## config.mk

```make
export PLATFORM = sky130hd
export DESIGN_NAME = ks_xor_reader
export DESIGN_NICKNAME = d
export VERILOG_FILES = /design/src/rtl/ks_xor_reader.sv
export SDC_FILE = /design/constraint.sdc
export NUM_CORES = 1
export LEC_CHECK = 0
export ABC_AREA = 1
export CORE_MARGIN = 2
export CORE_UTILIZATION = 35
export DETAILED_ROUTE_END_ITERATION = 12
export GPL_ROUTABILITY_DRIVEN = 0
export PLACE_DENSITY = 0.61
export SYNTH_ARGS = -nofsm -noshare
export SYNTH_HDL_FRONTEND = slang
export SYNTH_SLANG_ARGS = --single-unit
```

## constraint.sdc

```tcl
create_clock -name clk -period 2.5 [get_ports clk]
set_clock_uncertainty 0.2 [all_clocks]
set_input_delay 0.375 -clock clk [delete_from_list [all_inputs] [get_ports clk]]
set_output_delay 0.375 -clock clk [all_outputs]
set_load 0.02 [all_outputs]
```

## src/rtl/ks_xor_reader.sv

```systemverilog
// rtl/ks_xor_reader.sv - keystream block reader XORing a plaintext byte stream into ciphertext.
// Optional end-of-message sideband (pt_last/ct_last) enabled by defining KSX_LAST_EN.
module ks_xor_reader #(
    parameter int DATA_SIZE = 8,
    parameter int NO_REG    = 64
) (
    input  logic                      clk,
    input  logic                      rst,
    input  logic [DATA_SIZE*NO_REG-1:0] concatin,
    input  logic                      blockready,
    output logic                      blk_req,
    input  logic [DATA_SIZE-1:0]      pt_data,
    input  logic                      pt_valid,
    output logic                      pt_ready,
`ifdef KSX_LAST_EN
    input  logic                      pt_last,
    output logic                      ct_last,
`endif
    output logic [DATA_SIZE-1:0]      ct_data,
    output logic                      ct_valid,
    input  logic                      ct_ready,
    output logic [31:0]               blk_count
);

    localparam int IW = (NO_REG > 1) ? $clog2(NO_REG) : 1;

    typedef enum logic [1:0] {
        S_REQ,
        S_WAIT,
        S_STREAM
    } state_t;

    state_t                state;
    state_t                state_next;
    logic [IW-1:0]         idx;
    logic [DATA_SIZE-1:0]  buffer [NO_REG];
    logic [31:0]           blk_count_q;
    logic                  accept;
    logic                  capture;
    logic                  msg_end;
    logic [DATA_SIZE-1:0]  ks_byte;

`ifdef KSX_LAST_EN
    assign msg_end = pt_last;
`else
    assign msg_end = 1'b0;
`endif

    assign ks_byte   = buffer[idx];
    assign blk_count = blk_count_q;

    always_comb begin
        state_next = state;
        pt_ready   = 1'b0;
        accept     = 1'b0;
        capture    = 1'b0;
        case (state)
            S_REQ: state_next = S_WAIT;
            S_WAIT: begin
                if (blockready) begin
                    capture    = 1'b1;
                    state_next = S_STREAM;
                end
            end
            S_STREAM: begin
                // Accept only when the output register is free or being emptied this cycle.
                pt_ready = !ct_valid || ct_ready;
                accept   = pt_valid && pt_ready;
                if (accept && ((idx == IW'(NO_REG - 1)) || msg_end)) begin
                    state_next = S_REQ;
                end
            end
            default: state_next = S_REQ;
        endcase
    end

    always_ff @(posedge clk or negedge rst) begin
        if (!rst) begin
            state <= S_REQ;
        end else begin
            state <= state_next;
        end
    end

    always_ff @(posedge clk or negedge rst) begin
        if (!rst) begin
            idx         <= '0;
            blk_req     <= 1'b0;
            ct_valid    <= 1'b0;
            ct_data     <= '0;
            blk_count_q <= '0;
`ifdef KSX_LAST_EN
            ct_last     <= 1'b0;
`endif
            for (int i = 0; i < NO_REG; i++) begin
                buffer[i] <= '0;
            end
        end else begin
            // REQ lasts exactly one cycle, so the registered request is a single pulse.
            blk_req <= (state == S_REQ);
            if (capture) begin
                for (int i = 0; i < NO_REG; i++) begin
                    buffer[i] <= concatin[i*DATA_SIZE +: DATA_SIZE];
                end
                idx         <= '0;
                blk_count_q <= blk_count_q + 32'd1;
            end
            if (accept) begin
                ct_data  <= pt_data ^ ks_byte;
                ct_valid <= 1'b1;
                idx      <= idx + IW'(1);
`ifdef KSX_LAST_EN
                ct_last  <= pt_last;
`endif
            end else if (ct_ready) begin
                ct_valid <= 1'b0;
            end
        end
    end

endmodule

```

==> impl_results.rst, run 1 <==
.. list-table::
   :header-rows: 1

   * - Metric
     - Value
   * - Clock tree from TritonCTS
     - built
   * - Sequential share of the synthesized area
     - 53.0%
   * - Longest individual stage delay on the worst path
     - 0.50 ns
   * - Peak VDD IR
     - 466 uV
   * - Detailed-route DRC error count
     - 0
   * - Mapped Area
     - 0.0265 sq mm
   * - Critical Setup Path Class
     - reg -> reg
   * - Highest clock frequency the design can meet
     - 0.423 GHz
   * - Die Footprint
     - 0.0781 sq mm
   * - Iteration-0 DRC Markers
     - 2312
   * - Switching Fraction
     - 40.1%
   * - Number of warnings issued by yosys
     - 0
   * - Placed insts
     - 5019
   * - Total I/O pin count
     - 568
   * - Detail-routed via count per cell
     - 4.94
   * - Leakage power total
     - 18.2 nW
   * - Category of the worst setup path capture point
     - flip-flop
   * - Share of the synthesized netlist area taken by xor and xnor gates
     - 0.957%
   * - Per-instance average area after synthesis
     - 7.35 sq um
   * - Worst setup slack after layout
     - 0.136 ns
   * - Critical Path AT
     - 2.66 ns
   * - Count of final hold-check violations
     - 0
   * - Nets
     - 4650
   * - Max-Slew Margin vs Limit
     - 51.1%
   * - Share of synthesized cell area in full adder, half adder and majority cells
     - 0.0943%
   * - Series of cell instances along the critical path
     - buf_16 > buf_12 > nand2_1 > nand3_1 > nand3_1 > nand2_1 > nand2_1 > nand3_1 > nand3_1 > nand2_1 > nand2_1 > nand3_1 > nand2_1
   * - Synth top cells by count
     - 2246 x sky130_fd_sc_hd__nand2_1, 562 x sky130_fd_sc_hd__dfrtp_1, 438 x sky130_fd_sc_hd__nand3_1
   * - Clk sinks
     - 562
   * - Fraction of final layout cells with drive strength greater than 1
     - 5.61%
   * - Mapped Nets
     - 4140
   * - Primary flip-flop cell chosen by synthesis mapping
     - sky130_fd_sc_hd__dfrtp_1
   * - Slowest cell on crit path
     - sky130_fd_sc_hd__dfrtp_4
   * - Gate power share
     - 39.5%
   * - Hold crit path type
     - in -> async
   * - Top-count cell post-synth
     - sky130_fd_sc_hd__nand2_1
   * - Vias in the first global route
     - 25100
   * - Number of flops mapped to enable cells by yosys
     - 0
   * - P&R area growth vs syn
     - 36.0%
   * - Max-cap violation count
     - 0
   * - Antenna violations before repair
     - 19
   * - Period Utilization, post-route
     - 94.6%
   * - Count of vias placed by the detailed router
     - 25400
   * - Run status
     - complete, no violations
   * - Cell mode on critical path
     - sky130_fd_sc_hd__nand2_1
   * - Simple logic cell fraction of the synthesized area
     - 41.1%
   * - Clock transition at path regs
     - 0.06 ns
   * - Cell internal power dissipation
     - 25.1 mW
   * - Seq cells post-synth
     - 562
   * - Critical Path Fanout Max
     - 34
   * - Detail Route Antenna Nets
     - 0
   * - Detailed-route wire length per cell
     - 20.2 um
   * - Total core area
     - 0.0748 sq mm
   * - Die Height
     - 279 um
   * - Initial core utilization
     - 35.5%
   * - Mux cell area share after synthesis
     - 0%
   * - Clock root buffer
     - sky130_fd_sc_hd__clkbuf_16
   * - Wire length of the first global-routing pass
     - 155000 um
   * - Setup crit start kind
     - flip-flop
   * - Worst endpoint required time
     - 2.79 ns
   * - Power density cells
     - 1160 mW/mm^2
   * - Synthesized-area fraction occupied by ao, oa, aoi and oai cells
     - 0.514%
   * - Source-to-sink clock delay at the later pin of the worst-skew pair
     - 0.62 ns
   * - Share of async-settable or async-resettable flops after synthesis
     - 100%
   * - Total CTS buffers
     - 66
   * - Share of power burned in registers
     - 37.2%
   * - First-pass detailed-route iteration total
     - 6
   * - Max Slew Vio Count
     - 0
   * - Worst slack after detailed placement
     - 0.00533 ns
   * - Area share of the leading cell type in the synthesized netlist
     - 53.0%
   * - Maximum number of pins on one net before global-route repair
     - 136
   * - Global Route Usage Sum
     - 26.3%
   * - Worst Max-Slew Pin Slew
     - 0.734 ns
   * - Post-layout minimum cycle time
     - 2.36 ns
   * - Final Setup Violations
     - 0
   * - Clk network pwr share
     - 23.2%
   * - Leading area contributor after synthesis
     - sky130_fd_sc_hd__dfrtp_1
   * - Main combinational cell family by area after synthesis
     - simple AND/OR/NAND/NOR gates
   * - Synth area leaders
     - sky130_fd_sc_hd__dfrtp_1 53%, sky130_fd_sc_hd__nand2_1 32%, sky130_fd_sc_hd__nand3_1 8.3%
   * - Total number of placement rows
     - 100
   * - Number of levels the H-tree was split into
     - 3
   * - Cell family contributing the most delay on the critical path
     - simple AND/OR/NAND/NOR gates
   * - Buffer and inverter count on the worst path
     - 2
   * - Residual overflow from global routing
     - 0
   * - Count of input and output buffers
     - 567
   * - Finished Core Util
     - 48.2%
   * - Sw Pwr
     - 16.8 mW
   * - Maximum root-to-sink buffer count
     - 3
   * - Detailed placer's ending HPWL
     - 75600 um
   * - Non-filler cells in the finished layout
     - 5150
   * - Count of unique library cells instantiated by Yosys
     - 32
   * - Count of mapped cells out of synthesis
     - 3613
   * - Horiz. Die Dim
     - 279 um
   * - Post-detailed-routing wire length
     - 104000 um
-- registers in the layout (all words and copies together) (netlist names) --
register   cells
blk_count     32
blk_req        1
buffer       512
ct_data        8
ct_valid       1
idx            6
state          2
-- routing by layer --
layer / part of all wire, % / global-route usage (%) / vias to the layer above
met2: 46 / 41.1 / 939
met5: 0.057 / 0 / -
met1: 43 / 35.9 / 12100
met3: 7.0 / 5.28 / 148
li1: - / - / 12200
met4: 3.6 / 10.7 / 10
-- metrics by stage --
stage	power [mW]	hold WS, ns	cell area [sq um]	TNS [ns]
CTS	42.0	0.0663	35900	0
finish	42.0	0.0737	36100	0
global placement	31.8	0.104	33700	0
global route	45.1	0.0847	36100	-0.00355
floorplan	25.3	-0.121	26500	0
detailed placement	32.0	0.104	33700	0
-- path summary, 6_finish.rpt --
check                              from           to  slack (ns)  depth (start not counted)
max                              idx[0]   ct_data[1]        0.14                         13
min                                 rst  buffer[190]        0.07                          2
max reg2reg                      idx[0]   ct_data[1]        0.14                         13
min reg2reg                  buffer[64]   buffer[64]        0.28                          2
max in group asynchronous           rst  buffer[479]        1.17                          3
min in group clk           concatin[34]  buffer[474]        0.09                          3
-- logic make-up (layout without fill, tap and decap cells) --
| group | count (synthesis) | in the layout |
|---|---|---|
| xor+xnor | 29 | 29 |
| buf+inv | 264 | 820 |
| simple gates | 2732 | 2732 |
| compound gates | 24 | 24 |
| fa+ha+maj | 2 | 2 |
| flops | 562 | 562 |
| other cells | 0 | 12 |
-- power by group through the flow --
stage          clock network, mW  registers [mW]  logic (mW)
2_1_floorplan                  0            15.0        10.2
3_5_place_dp                   0            15.7        16.3
4_1_cts                     9.91            15.6        16.5
6_report                    9.76            15.6        16.6
5_1_grt                     10.3            16.1        18.7
3_3_place_gp                   0            15.7        16.1
-- layout by cell type (no fill, tap or decap), types with 3 or more instances in the layout --
cell	Yosys	final
sky130_fd_sc_hd__nand2_1	2246	2246
sky130_fd_sc_hd__clkdlybuf4s50_1	0	565
sky130_fd_sc_hd__dfrtp_1	562	559
sky130_fd_sc_hd__nand3_1	438	424
sky130_fd_sc_hd__clkbuf_16	0	69
sky130_fd_sc_hd__buf_4	4	50
sky130_fd_sc_hd__buf_12	0	36
sky130_fd_sc_hd__inv_1	35	32
sky130_fd_sc_hd__xor2_1	20	20
sky130_fd_sc_hd__nor2_1	18	18
sky130_fd_sc_hd__nand3_2	2	16
sky130_fd_sc_hd__clkbuf_1	94	15
sky130_fd_sc_hd__clkbuf_8	0	13
sky130_fd_sc_hd__diode_2	0	12
sky130_fd_sc_hd__a21oi_1	12	12
sky130_fd_sc_hd__xnor2_1	9	9
sky130_fd_sc_hd__nor3_1	8	8
sky130_fd_sc_hd__nand4_1	6	6
sky130_fd_sc_hd__inv_6	0	6
sky130_fd_sc_hd__o21ai_0	6	6
sky130_fd_sc_hd__clkinv_2	0	6
sky130_fd_sc_hd__buf_6	0	6
sky130_fd_sc_hd__nor2_4	5	5
sky130_fd_sc_hd__bufinv_16	0	4
sky130_fd_sc_hd__buf_16	0	4
sky130_fd_sc_hd__clkinv_8	0	3
sky130_fd_sc_hd__clkinv_1	3	3
-- what timing repair did --
action | CTS | global route
resized for setup | 5 | 21
hold buffers | 1 | 0
pin swaps | 0 | 0
hold endpoints to repair | 472 | 0
buffers inserted | 0 | 1
gates cloned | 1 | 2
endpoints found under the setup margin | 2 | 8
-- area by class of cell --
type                    instances  area (sq um)
fillers                      7433         38700
flip-flops and latches        562         14100
multi-input cells            2787         11400
repair buffers                667          7050
clock buffers                  95          1910
well taps                     969          1210
clock inverters                19           241
inverters                      39           171
diodes                         12          30.0
Power figures use the tool's default switching activity.
==> run 2, diff against run 1 <==
--- a/config.mk
+++ b/config.mk
@@ -5,12 +5,12 @@
 export SDC_FILE = /design/constraint.sdc
 export NUM_CORES = 1
 export LEC_CHECK = 0
-export ABC_AREA = 1
 export CORE_MARGIN = 2
 export CORE_UTILIZATION = 35
 export DETAILED_ROUTE_END_ITERATION = 12
 export GPL_ROUTABILITY_DRIVEN = 0
 export PLACE_DENSITY = 0.61
+export SLEW_MARGIN = 20
 export SYNTH_ARGS = -nofsm -noshare
 export SYNTH_HDL_FRONTEND = slang
 export SYNTH_SLANG_ARGS = --single-unit
==> impl_results.rst, run 2 <==
.. list-table::
   :header-rows: 1

   * - Metric
     - Value
   * - Run status
     - finished, violations left (was complete, no violations)
   * - Violated checks
     - setup timing
   * - Worst setup slack after layout
     - -0.310 ns (was 0.136 ns)
   * - Count of unique library cells instantiated by Yosys
     - 46 (was 32)
   * - Smallest hold slack
     - 0.0570 ns (was 0.0737 ns)
   * - Total CTS buffers
     - 61 (was 66)
   * - Setup repair after global routing missed its margin
     - true
   * - Iteration-0 DRC Markers
     - 1783 (was 2312)
   * - Period Utilization, post-route
     - 112% (was 94.6%)
   * - Critical Setup Path Class
     - reg -> reg (unchanged)
   * - Worst Max-Slew Pin Slew
     - 0.810 ns (was 0.734 ns)
   * - Crit Reg-Reg Startpoint
     - idx[0] (unchanged)
   * - Top-count cell post-synth
     - sky130_fd_sc_hd__nand2_1 (unchanged)
   * - Clk sinks
     - 562 (unchanged)
   * - Vias in the first global route
     - 21100 (was 25100)
   * - Number of flip-flops in the largest register
     - 512 (unchanged)
   * - Post-layout minimum cycle time
     - 2.81 ns (was 2.36 ns)
   * - Mapped Nets
     - 3237 (was 4140)
   * - Worst endpoint required time
     - 2.80 ns (was 2.79 ns)
   * - Per-instance average area after synthesis
     - 9.39 sq um (was 7.35 sq um)
   * - Slowest cell on crit path
     - sky130_fd_sc_hd__mux4_2 (was sky130_fd_sc_hd__dfrtp_4)
   * - Worst slack after detailed placement
     - -0.478 ns (was 0.00533 ns)
   * - Count of cells along the worst register-to-register path
     - 9 (was 13)
   * - Highest clock frequency the design can meet
     - 0.356 GHz (was 0.423 GHz)
   * - Fraction of final layout cells with drive strength greater than 1
     - 11.3% (was 5.61%)
   * - Mapped Area
     - 0.0255 sq mm (was 0.0265 sq mm)
   * - Nets
     - 3823 (was 4650)
   * - Wire length of the first global-routing pass
     - 134000 um (was 155000 um)
   * - Hold crit path type
     - in -> async (unchanged)
   * - Max-cap violation count
     - 0 (unchanged)
   * - Horiz. Die Dim
     - 274 um (was 279 um)
   * - Final-layout fill cell count
     - 6715 (was 7433)
   * - Total I/O pin count
     - 568 (unchanged)
   * - Cell depth of the worst setup path
     - 9 (was 13)
   * - Number of flops mapped to enable cells by yosys
     - 0 (unchanged)
   * - Design Power
     - 40.3 mW (was 42.0 mW)
   * - Seq cells post-synth
     - 562 (unchanged)
   * - Final Setup Violations
     - 8 (was 0)
   * - Sequential share of the synthesized area
     - 55.2% (was 53.0%)
   * - Count of final hold-check violations
     - 0 (unchanged)
   * - Initial core utilization
     - 35.5% (about the same)
   * - Antenna violations before repair
     - 7 (was 19)
   * - Count of mapped cells out of synthesis
     - 2710 (was 3613)
   * - First-pass detailed-route iteration total
     - 5 (was 6)
   * - Commonest non-fill, non-tap cells in the layout
     - 1601 x sky130_fd_sc_hd__nand2_1, 565 x sky130_fd_sc_hd__clkdlybuf4s50_1, 558 x sky130_fd_sc_hd__dfrtp_1 (was 2246 x sky130_fd_sc_hd__nand2_1, 565 x sky130_fd_sc_hd__clkdlybuf4s50_1, 559 x sky130_fd_sc_hd__dfrtp_1)
   * - Residual overflow from global routing
     - 0 (unchanged)
   * - Series of cell instances along the critical path
     - buf_12 > buf_4 > mux4_2 > mux4_2 > a22oi_2 > buf_4 > a22oi_1 > xnor2_1 > o21ai_1 (was buf_16 > buf_12 > nand2_1 > nand3_1 > nand3_1 > nand2_1 > nand2_1 > nand3_1 > nand3_1 > nand2_1 > nand2_1 > nand3_1 > nand2_1)
   * - Clock root buffer
     - sky130_fd_sc_hd__clkbuf_16 (unchanged)
   * - Count of input and output buffers
     - 567 (unchanged)
   * - Detailed-route DRC error count
     - 0 (unchanged)
   * - Count of vias placed by the detailed router
     - 21000 (was 25400)
   * - Cell family contributing the most delay on the critical path
     - multiplexers (was simple AND/OR/NAND/NOR gates)
   * - Synth area leaders
     - sky130_fd_sc_hd__dfrtp_1 55%, sky130_fd_sc_hd__nand2_1 24%, sky130_fd_sc_hd__mux4_2 10% (was sky130_fd_sc_hd__dfrtp_1 53%, sky130_fd_sc_hd__nand2_1 32%, sky130_fd_sc_hd__nand3_1 8.3%)
   * - Number of warnings issued by yosys
     - 0 (unchanged)
   * - Most frequent standard cell in the layout excluding fill and tap cells
     - sky130_fd_sc_hd__nand2_1 (unchanged)
   * - Max-Slew Margin vs Limit
     - 46.0% (was 51.1%)
   * - Clock tree from TritonCTS
     - built (unchanged)
   * - Number of levels the H-tree was split into
     - 2 (was 3)
   * - Leading area contributor after synthesis
     - sky130_fd_sc_hd__dfrtp_1 (unchanged)
   * - Die Footprint
     - 0.0749 sq mm (was 0.0781 sq mm)
   * - Critical Path AT
     - 3.11 ns (was 2.66 ns)
   * - Maximum root-to-sink buffer count
     - 3 (unchanged)
   * - Die Height
     - 274 um (was 279 um)
   * - Setup crit start kind
     - flip-flop (unchanged)
   * - Post-detailed-routing wire length
     - 91300 um (was 104000 um)
   * - Leakage power total
     - 16.9 nW (was 18.2 nW)
   * - Terminus of the critical flop-to-flop path
     - ct_data[0] (was ct_data[1])
   * - Detailed placer's ending HPWL
     - 67400 um (was 75600 um)
   * - Global Route Usage Sum
     - 24.0% (was 26.3%)
   * - Primary flip-flop cell chosen by synthesis mapping
     - sky130_fd_sc_hd__dfrtp_1 (unchanged)
   * - Detailed-route wire length per cell
     - 21.2 um (was 20.2 um)
   * - Category of the worst setup path capture point
     - flip-flop (unchanged)
   * - Area share of the leading cell type in the synthesized netlist
     - 55.2% (was 53.0%)
   * - Peak VDD IR
     - 698 uV (was 466 uV)
   * - Largest reg by FF count
     - buffer (unchanged)
   * - Buffer and inverter count on the worst path
     - 3 (was 2)
   * - Clock transition at path regs
     - 0.06 ns (about the same)
   * - Max Slew Vio Count
     - 0 (unchanged)
   * - Longest individual stage delay on the worst path
     - 0.54 ns (was 0.50 ns)
   * - Maximum number of pins on one net before global-route repair
     - 169 (was 136)
   * - Synth top cells by count
     - 1601 x sky130_fd_sc_hd__nand2_1, 562 x sky130_fd_sc_hd__dfrtp_1, 133 x sky130_fd_sc_hd__clkbuf_1 (was 2246 x sky130_fd_sc_hd__nand2_1, 562 x sky130_fd_sc_hd__dfrtp_1, 438 x sky130_fd_sc_hd__nand3_1)
   * - Critical Path Fanout Max
     - 13 (was 34)
   * - Source-to-sink clock delay at the later pin of the worst-skew pair
     - 0.64 ns (was 0.62 ns)
   * - Reg2reg setup slack
     - -0.31 ns (was 0.14 ns)
   * - Share of async-settable or async-resettable flops after synthesis
     - 100% (unchanged)
   * - Total number of placement rows
     - 98 (was 100)
   * - Detail-routed via count per cell
     - 4.89 (was 4.94)
   * - P&R area growth vs syn
     - 38.2% (was 36.0%)
   * - Detail Route Antenna Nets
     - 0 (unchanged)
   * - Power density cells
     - 1150 mW/mm^2 (was 1160 mW/mm^2)
   * - Total core area
     - 0.0717 sq mm (was 0.0748 sq mm)
[run 2: cell types whose count changed after synthesis, sizes merged, moves of 10 or more]
cell / delta
a21oi: -10
a22oi: +34
a41oi: +12
buf: -97
clkbuf: +39
inv: -31
mux2: +12
mux2i: +59
mux4: +114
nand2: -647
nand3: -432
o21ai: +12
xnor2: +16
[run 2: per-stage QoR]
| stage | utilization (%) | area [sq um] | std cells | setup TNS [ns] |
|---|---|---|---|---|
| 4_1_cts | 48.9 | 35100 | 4289 | -2.29 |
| 3_3_place_gp | 45.6 | 32700 | 4165 | -44.82 |
| 3_5_place_dp | 45.6 | 32700 | 4165 | -37.89 |
| 5_1_grt | 49.0 | 35200 | 4302 | -2.94 |
| 2_1_floorplan | - | 25500 | 2710 | 0 |
| 6_report | 49.1 | 35200 | 4303 | -2.14 |
[run 2: logic make-up (layout without fill, tap and decap cells)]
family | after synthesis | in the layout | synth area share [%]
AO/OA/AOI/OAI | 80 | 80 | 2.25
multiplexers | 185 | 185 | 12.9
buffers and inverters | 172 | 809 | 3.01
AND/OR/NAND/NOR | 1671 | 1671 | 25.2
other | 0 | 6 | 0
XOR/XNOR | 38 | 38 | 1.31
adder cells (fa/ha/maj) | 2 | 2 | 0.0983
flip-flops | 562 | 562 | 55.2
[run 2: area by class of cell]
type / instances / area [sq um] / area share [%]
flip-flops and latches: 562 / 14100 / 40.0
clock buffers: 79 / 1750 / 4.96
inverters: 5 / 18.8 / 0.0533
repair buffers: 690 / 7020 / 19.9
well taps: 950 / 1190 / 3.38
diodes: 6 / 15.0 / 0.0427
multi-input cells: 1976 / 10700 / 30.4
clock inverters: 35 / 422 / 1.20
[run 2: worst register-to-register path, stage by stage (launching register included)]
cell and delay [ns]:
sky130_fd_sc_hd__dfrtp_4 0.48, sky130_fd_sc_hd__buf_12 0.17, sky130_fd_sc_hd__buf_4 0.13, sky130_fd_sc_hd__mux4_2 0.54, sky130_fd_sc_hd__mux4_2 0.50, sky130_fd_sc_hd__a22oi_2 0.21, sky130_fd_sc_hd__buf_4 0.14, sky130_fd_sc_hd__a22oi_1 0.09
sky130_fd_sc_hd__xnor2_1 0.16, sky130_fd_sc_hd__o21ai_1 0.08
[run 2: layer usage]
| metal | GRT usage [%] | wire length (um) | vias to the layer above | part of all wire (%) |
|---|---|---|---|---|
| met2 | 39.1 | 44200 | 628 | 48 |
| li1 | - | - | 9892 | - |
| met4 | 6.83 | 2300 | 4 | 2.5 |
| met1 | 32.7 | 39200 | 10400 | 43 |
| met5 | 0 | 23 | - | 0.025 |
| met3 | 4.56 | 5560 | 113 | 6.1 |
[run 2: power by group]
group	total (mW)	switching (mW)	internal, mW
combinational	15.0	8.05	6.91
sequential	15.6	2.44	13.2
clock	9.75	3.91	5.84
total	40.3	14.4	25.9
[run 2: what timing repair did]
action,4_1_cts,5_1_grt
gates cloned,2,0
setup endpoints to repair,9,8
endpoints found under the hold margin,456,0
pin swaps,0,0
resized for setup,14,6
setup buffers,8,8
hold buffers,1,0
[run 2: how the worst max path moves through the flow]
stage / to / start
2_1_floorplan: ct_data[3] / idx[0]
3_5_place_dp: blk_count[31] / blockready
3_3_place_gp: blk_count[27] / blockready
4_1_cts: ct_data[4] / idx[0]
6_report: ct_data[0] / idx[0]
5_1_grt: ct_data[6] / idx[0]
==> run 3, diff against run 2 <==
--- a/config.mk
+++ b/config.mk
@@ -10,7 +10,8 @@
 export DETAILED_ROUTE_END_ITERATION = 12
 export GPL_ROUTABILITY_DRIVEN = 0
 export PLACE_DENSITY = 0.61
-export SLEW_MARGIN = 20
+export SETUP_SLACK_MARGIN = 0.5
+export SLEW_MARGIN = 15
 export SYNTH_ARGS = -nofsm -noshare
 export SYNTH_HDL_FRONTEND = slang
 export SYNTH_SLANG_ARGS = --single-unit
==> constraint.sdc (replaced) <==
create_clock -name clk -period 3.3 [get_ports clk]
set_clock_uncertainty 0.2 [all_clocks]
set_input_delay 0.495 -clock clk [delete_from_list [all_inputs] [get_ports clk]]
set_output_delay 0.495 -clock clk [all_outputs]
set_load 0.02 [all_outputs]
==> impl_results.rst, run 3 (same netlist as run 2, synthesis figures left out) <==
.. list-table::
   :header-rows: 1

   * - Metric
     - Value
   * - Run status
     - complete, no violations (was finished, violations left)
   * - Highest clock frequency the design can meet
     - 0.355 GHz (was 0.356 GHz)
   * - Commonest non-fill, non-tap cells in the layout
     - 1601 x sky130_fd_sc_hd__nand2_1, 565 x sky130_fd_sc_hd__clkdlybuf4s50_1, 558 x sky130_fd_sc_hd__dfrtp_1 (unchanged)
   * - Detailed-route wire length per cell
     - 21.6 um (was 21.2 um)
   * - First-pass detailed-route iteration total
     - 7 (was 5)
   * - Count of final hold-check violations
     - 0 (unchanged)
   * - Vias in the first global route
     - 21600 (was 21100)
   * - Hold crit path type
     - in -> reg (was in -> async)
   * - Clock root buffer
     - sky130_fd_sc_hd__clkbuf_16 (unchanged)
   * - Wire length of the first global-routing pass
     - 136000 um (was 134000 um)
   * - Iteration-0 DRC Markers
     - 1775 (was 1783)
   * - Peak VDD IR
     - 473 uV (was 698 uV)
   * - Antenna violations before repair
     - 17 (was 7)
   * - Total number of placement rows
     - 98 (unchanged)
   * - Nets
     - 3774 (was 3823)
   * - Detail-routed via count per cell
     - 4.91 (was 4.89)
   * - Detail Route Antenna Nets
     - 0 (unchanged)
   * - Post-detailed-routing wire length
     - 91900 um (was 91300 um)
   * - Power density cells
     - 879 mW/mm^2 (was 1150 mW/mm^2)
   * - Number of levels the H-tree was split into
     - 2 (unchanged)
   * - Clk sinks
     - 562 (unchanged)
   * - Series of cell instances along the critical path
     - buf_12 > buf_12 > mux4_2 > mux4_2 > a22oi_2 > a22oi_1 > xnor2_1 > o21ai_1 (was buf_12 > buf_4 > mux4_2 > mux4_2 > a22oi_2 > buf_4 > a22oi_1 > xnor2_1 > o21ai_1)
   * - Initial core utilization
     - 35.5% (unchanged)
   * - Source-to-sink clock delay at the later pin of the worst-skew pair
     - 0.63 ns (was 0.64 ns)
   * - Total CTS buffers
     - 61 (unchanged)
   * - Critical hold path startpoint
     - concatin[62]
   * - Total area of multi-input combinational cells
     - 0.0107 sq mm (about the same)
   * - Category of the worst setup path capture point
     - flip-flop (unchanged)
   * - Maximum root-to-sink buffer count
     - 3 (unchanged)
   * - Longest individual stage delay on the worst path
     - 0.51 ns (was 0.54 ns)
   * - Sequential cell area
     - 0.0141 sq mm (unchanged)
   * - Critical Path Fanout Max
     - 9 (was 13)
   * - Detailed placer's ending HPWL
     - 67500 um (was 67400 um)
   * - Clock tree from TritonCTS
     - built (unchanged)
   * - Fraction of final layout cells with drive strength greater than 1
     - 9.97% (was 11.3%)
   * - Worst endpoint required time
     - 3.60 ns (was 2.80 ns)
   * - Count of input and output buffers
     - 567 (unchanged)
   * - Global Route Usage Sum
     - 24.3% (was 24.0%)
   * - Leakage power total
     - 16.6 nW (was 16.9 nW)
   * - Period Utilization, post-route
     - 85.3% (was 112%)
   * - Clock transition at path regs
     - 0.07 ns (was 0.06 ns)
   * - Smallest hold slack
     - 0.190 ns (was 0.0570 ns)
   * - Number of flip-flops in the largest register
     - 512 (unchanged)
   * - Horiz. Die Dim
     - 274 um (unchanged)
   * - Die Footprint
     - 0.0749 sq mm (unchanged)
   * - Slowest cell on crit path
     - sky130_fd_sc_hd__dfrtp_4 (was sky130_fd_sc_hd__mux4_2)
   * - Post-layout minimum cycle time
     - 2.81 ns (about the same)
   * - Max-cap violation count
     - 0 (unchanged)
   * - Crit Reg-Reg Startpoint
     - idx[0] (unchanged)
   * - Residual overflow from global routing
     - 0 (unchanged)
   * - Total I/O pin count
     - 568 (unchanged)
   * - Critical Path AT
     - 3.11 ns (about the same)
   * - Design Power
     - 30.7 mW (was 40.3 mW)
   * - Setup crit start kind
     - flip-flop (unchanged)
   * - Finished Core Util
     - 48.6% (was 49.1%)
   * - Largest reg by FF count
     - buffer (unchanged)
   * - Total core area
     - 0.0717 sq mm (unchanged)
   * - Detailed-route DRC error count
     - 0 (unchanged)
   * - Maximum number of pins on one net before global-route repair
     - 220 (was 169)
   * - P&R area growth vs syn
     - 37.0% (was 38.2%)
   * - Final setup TNS
     - 0 ns (was -2.14 ns)
   * - Final-layout fill cell count
     - 6676 (was 6715)
   * - Max Slew Vio Count
     - 0 (unchanged)
   * - Setup repair after global routing missed its margin
     - true (unchanged)
   * - Launching instance or port of the critical path
     - idx[0] (unchanged)
   * - Most frequent standard cell in the layout excluding fill and tap cells
     - sky130_fd_sc_hd__nand2_1 (unchanged)
   * - Max-Slew Margin vs Limit
     - 25.3% (was 46.0%)
   * - Count of vias placed by the detailed router
     - 20900 (was 21000)
   * - Final Setup Violations
     - 0 (was 8)
   * - Critical Setup Path Class
     - reg -> reg (unchanged)
   * - Worst Max-Slew Pin Slew
     - 1.12 ns (was 0.810 ns)
   * - Die Height
     - 274 um (unchanged)
-- run 3: cell types whose count changed in the layout (fill, tap and decap cells not counted), moves of 2 or more --
cell,previous run,this run
sky130_fd_sc_hd__a22oi_1,25,22
sky130_fd_sc_hd__clkbuf_1,5,13
sky130_fd_sc_hd__o21ai_1,7,9
sky130_fd_sc_hd__bufinv_16,9,13
sky130_fd_sc_hd__nor2_1,19,17
sky130_fd_sc_hd__a22oi_2,9,12
sky130_fd_sc_hd__buf_4,91,47
sky130_fd_sc_hd__clkinvlp_4,4,0
sky130_fd_sc_hd__nor2_2,0,2
sky130_fd_sc_hd__buf_12,26,20
sky130_fd_sc_hd__diode_2,6,10
sky130_fd_sc_hd__o21ai_0,11,9
sky130_fd_sc_hd__a221oi_2,3,1
sky130_fd_sc_hd__clkinv_2,19,11
-- run 3: timing repair --
action / in CTS / in global routing
setup endpoints to repair: 7 / 9
pin swaps: 6 / 1
gates resized for setup: 19 / 8
hold buffers: 1 / 0
cloned: 2 / 1
setup buffers: 8 / 2
hold endpoints to repair: 33 / 0
-- run 3: area by class of cell --
cell class / instances / area share, %
diodes: 10 / 0.0718
clock buffers: 87 / 5.09
clock inverters: 28 / 1.38
inverters: 5 / 0.0538
multi-input cells: 1976 / 30.8
flip-flops and latches: 562 / 40.4
well taps: 950 / 3.41
repair buffers: 641 / 18.9
-- run 3: final timing paths --
path                            endpoint  slack, ns  depth (start not counted)
min reg2reg                blk_count[31]       0.27                          1
max in group asynchronous    buffer[317]       1.81                          3
min                          buffer[454]       0.19                          3
max reg2reg                   ct_data[4]       0.49                          8
min in group asynchronous    buffer[229]       0.22                          2
max                           ct_data[4]       0.49                          8
-- run 3: layer usage --
layer	routed length (um)	vias to the layer above	share of wire, %	track usage, %
met5	73	-	0.079	0
met4	3680	12	4.0	9.88
met3	5690	169	6.2	5.04
met2	44100	659	48	39.2
met1	38300	10300	42	31.9
li1	-	9801	-	-
-- run 3: power breakdown --
group / internal [mW] / total, mW / leakage, nW / switching (mW)
sequential: 9.99 / 12.1 / 7.03 / 2.13
combinational: 4.95 / 10.9 / 8.50 / 5.91
clock: 4.75 / 7.69 / 1.11 / 2.94
total: 19.7 / 30.7 / 16.6 / 11.0
-- run 3: worst max-delay path: cells and delay by family (launching register included) --
kind / cells / cell delay, ns
AO/OA/AOI/OAI: 3 / 0.49
multiplexers: 2 / 1.02
XOR/XNOR: 1 / 0.16
buffers and inverters: 2 / 0.30
flip-flops: 1 / 0.51
-- run 3: through the flow --
stage               cells  worst slack, ns  instance area, sq um
CTS                  4246            0.477                 34800
finish               4259            0.485                 34900
global placement     4120            0.175                 32300
floorplan            2710            0.761                 25500
global route         4257            0.391                 34900
detailed placement   4120            0.159                 32300
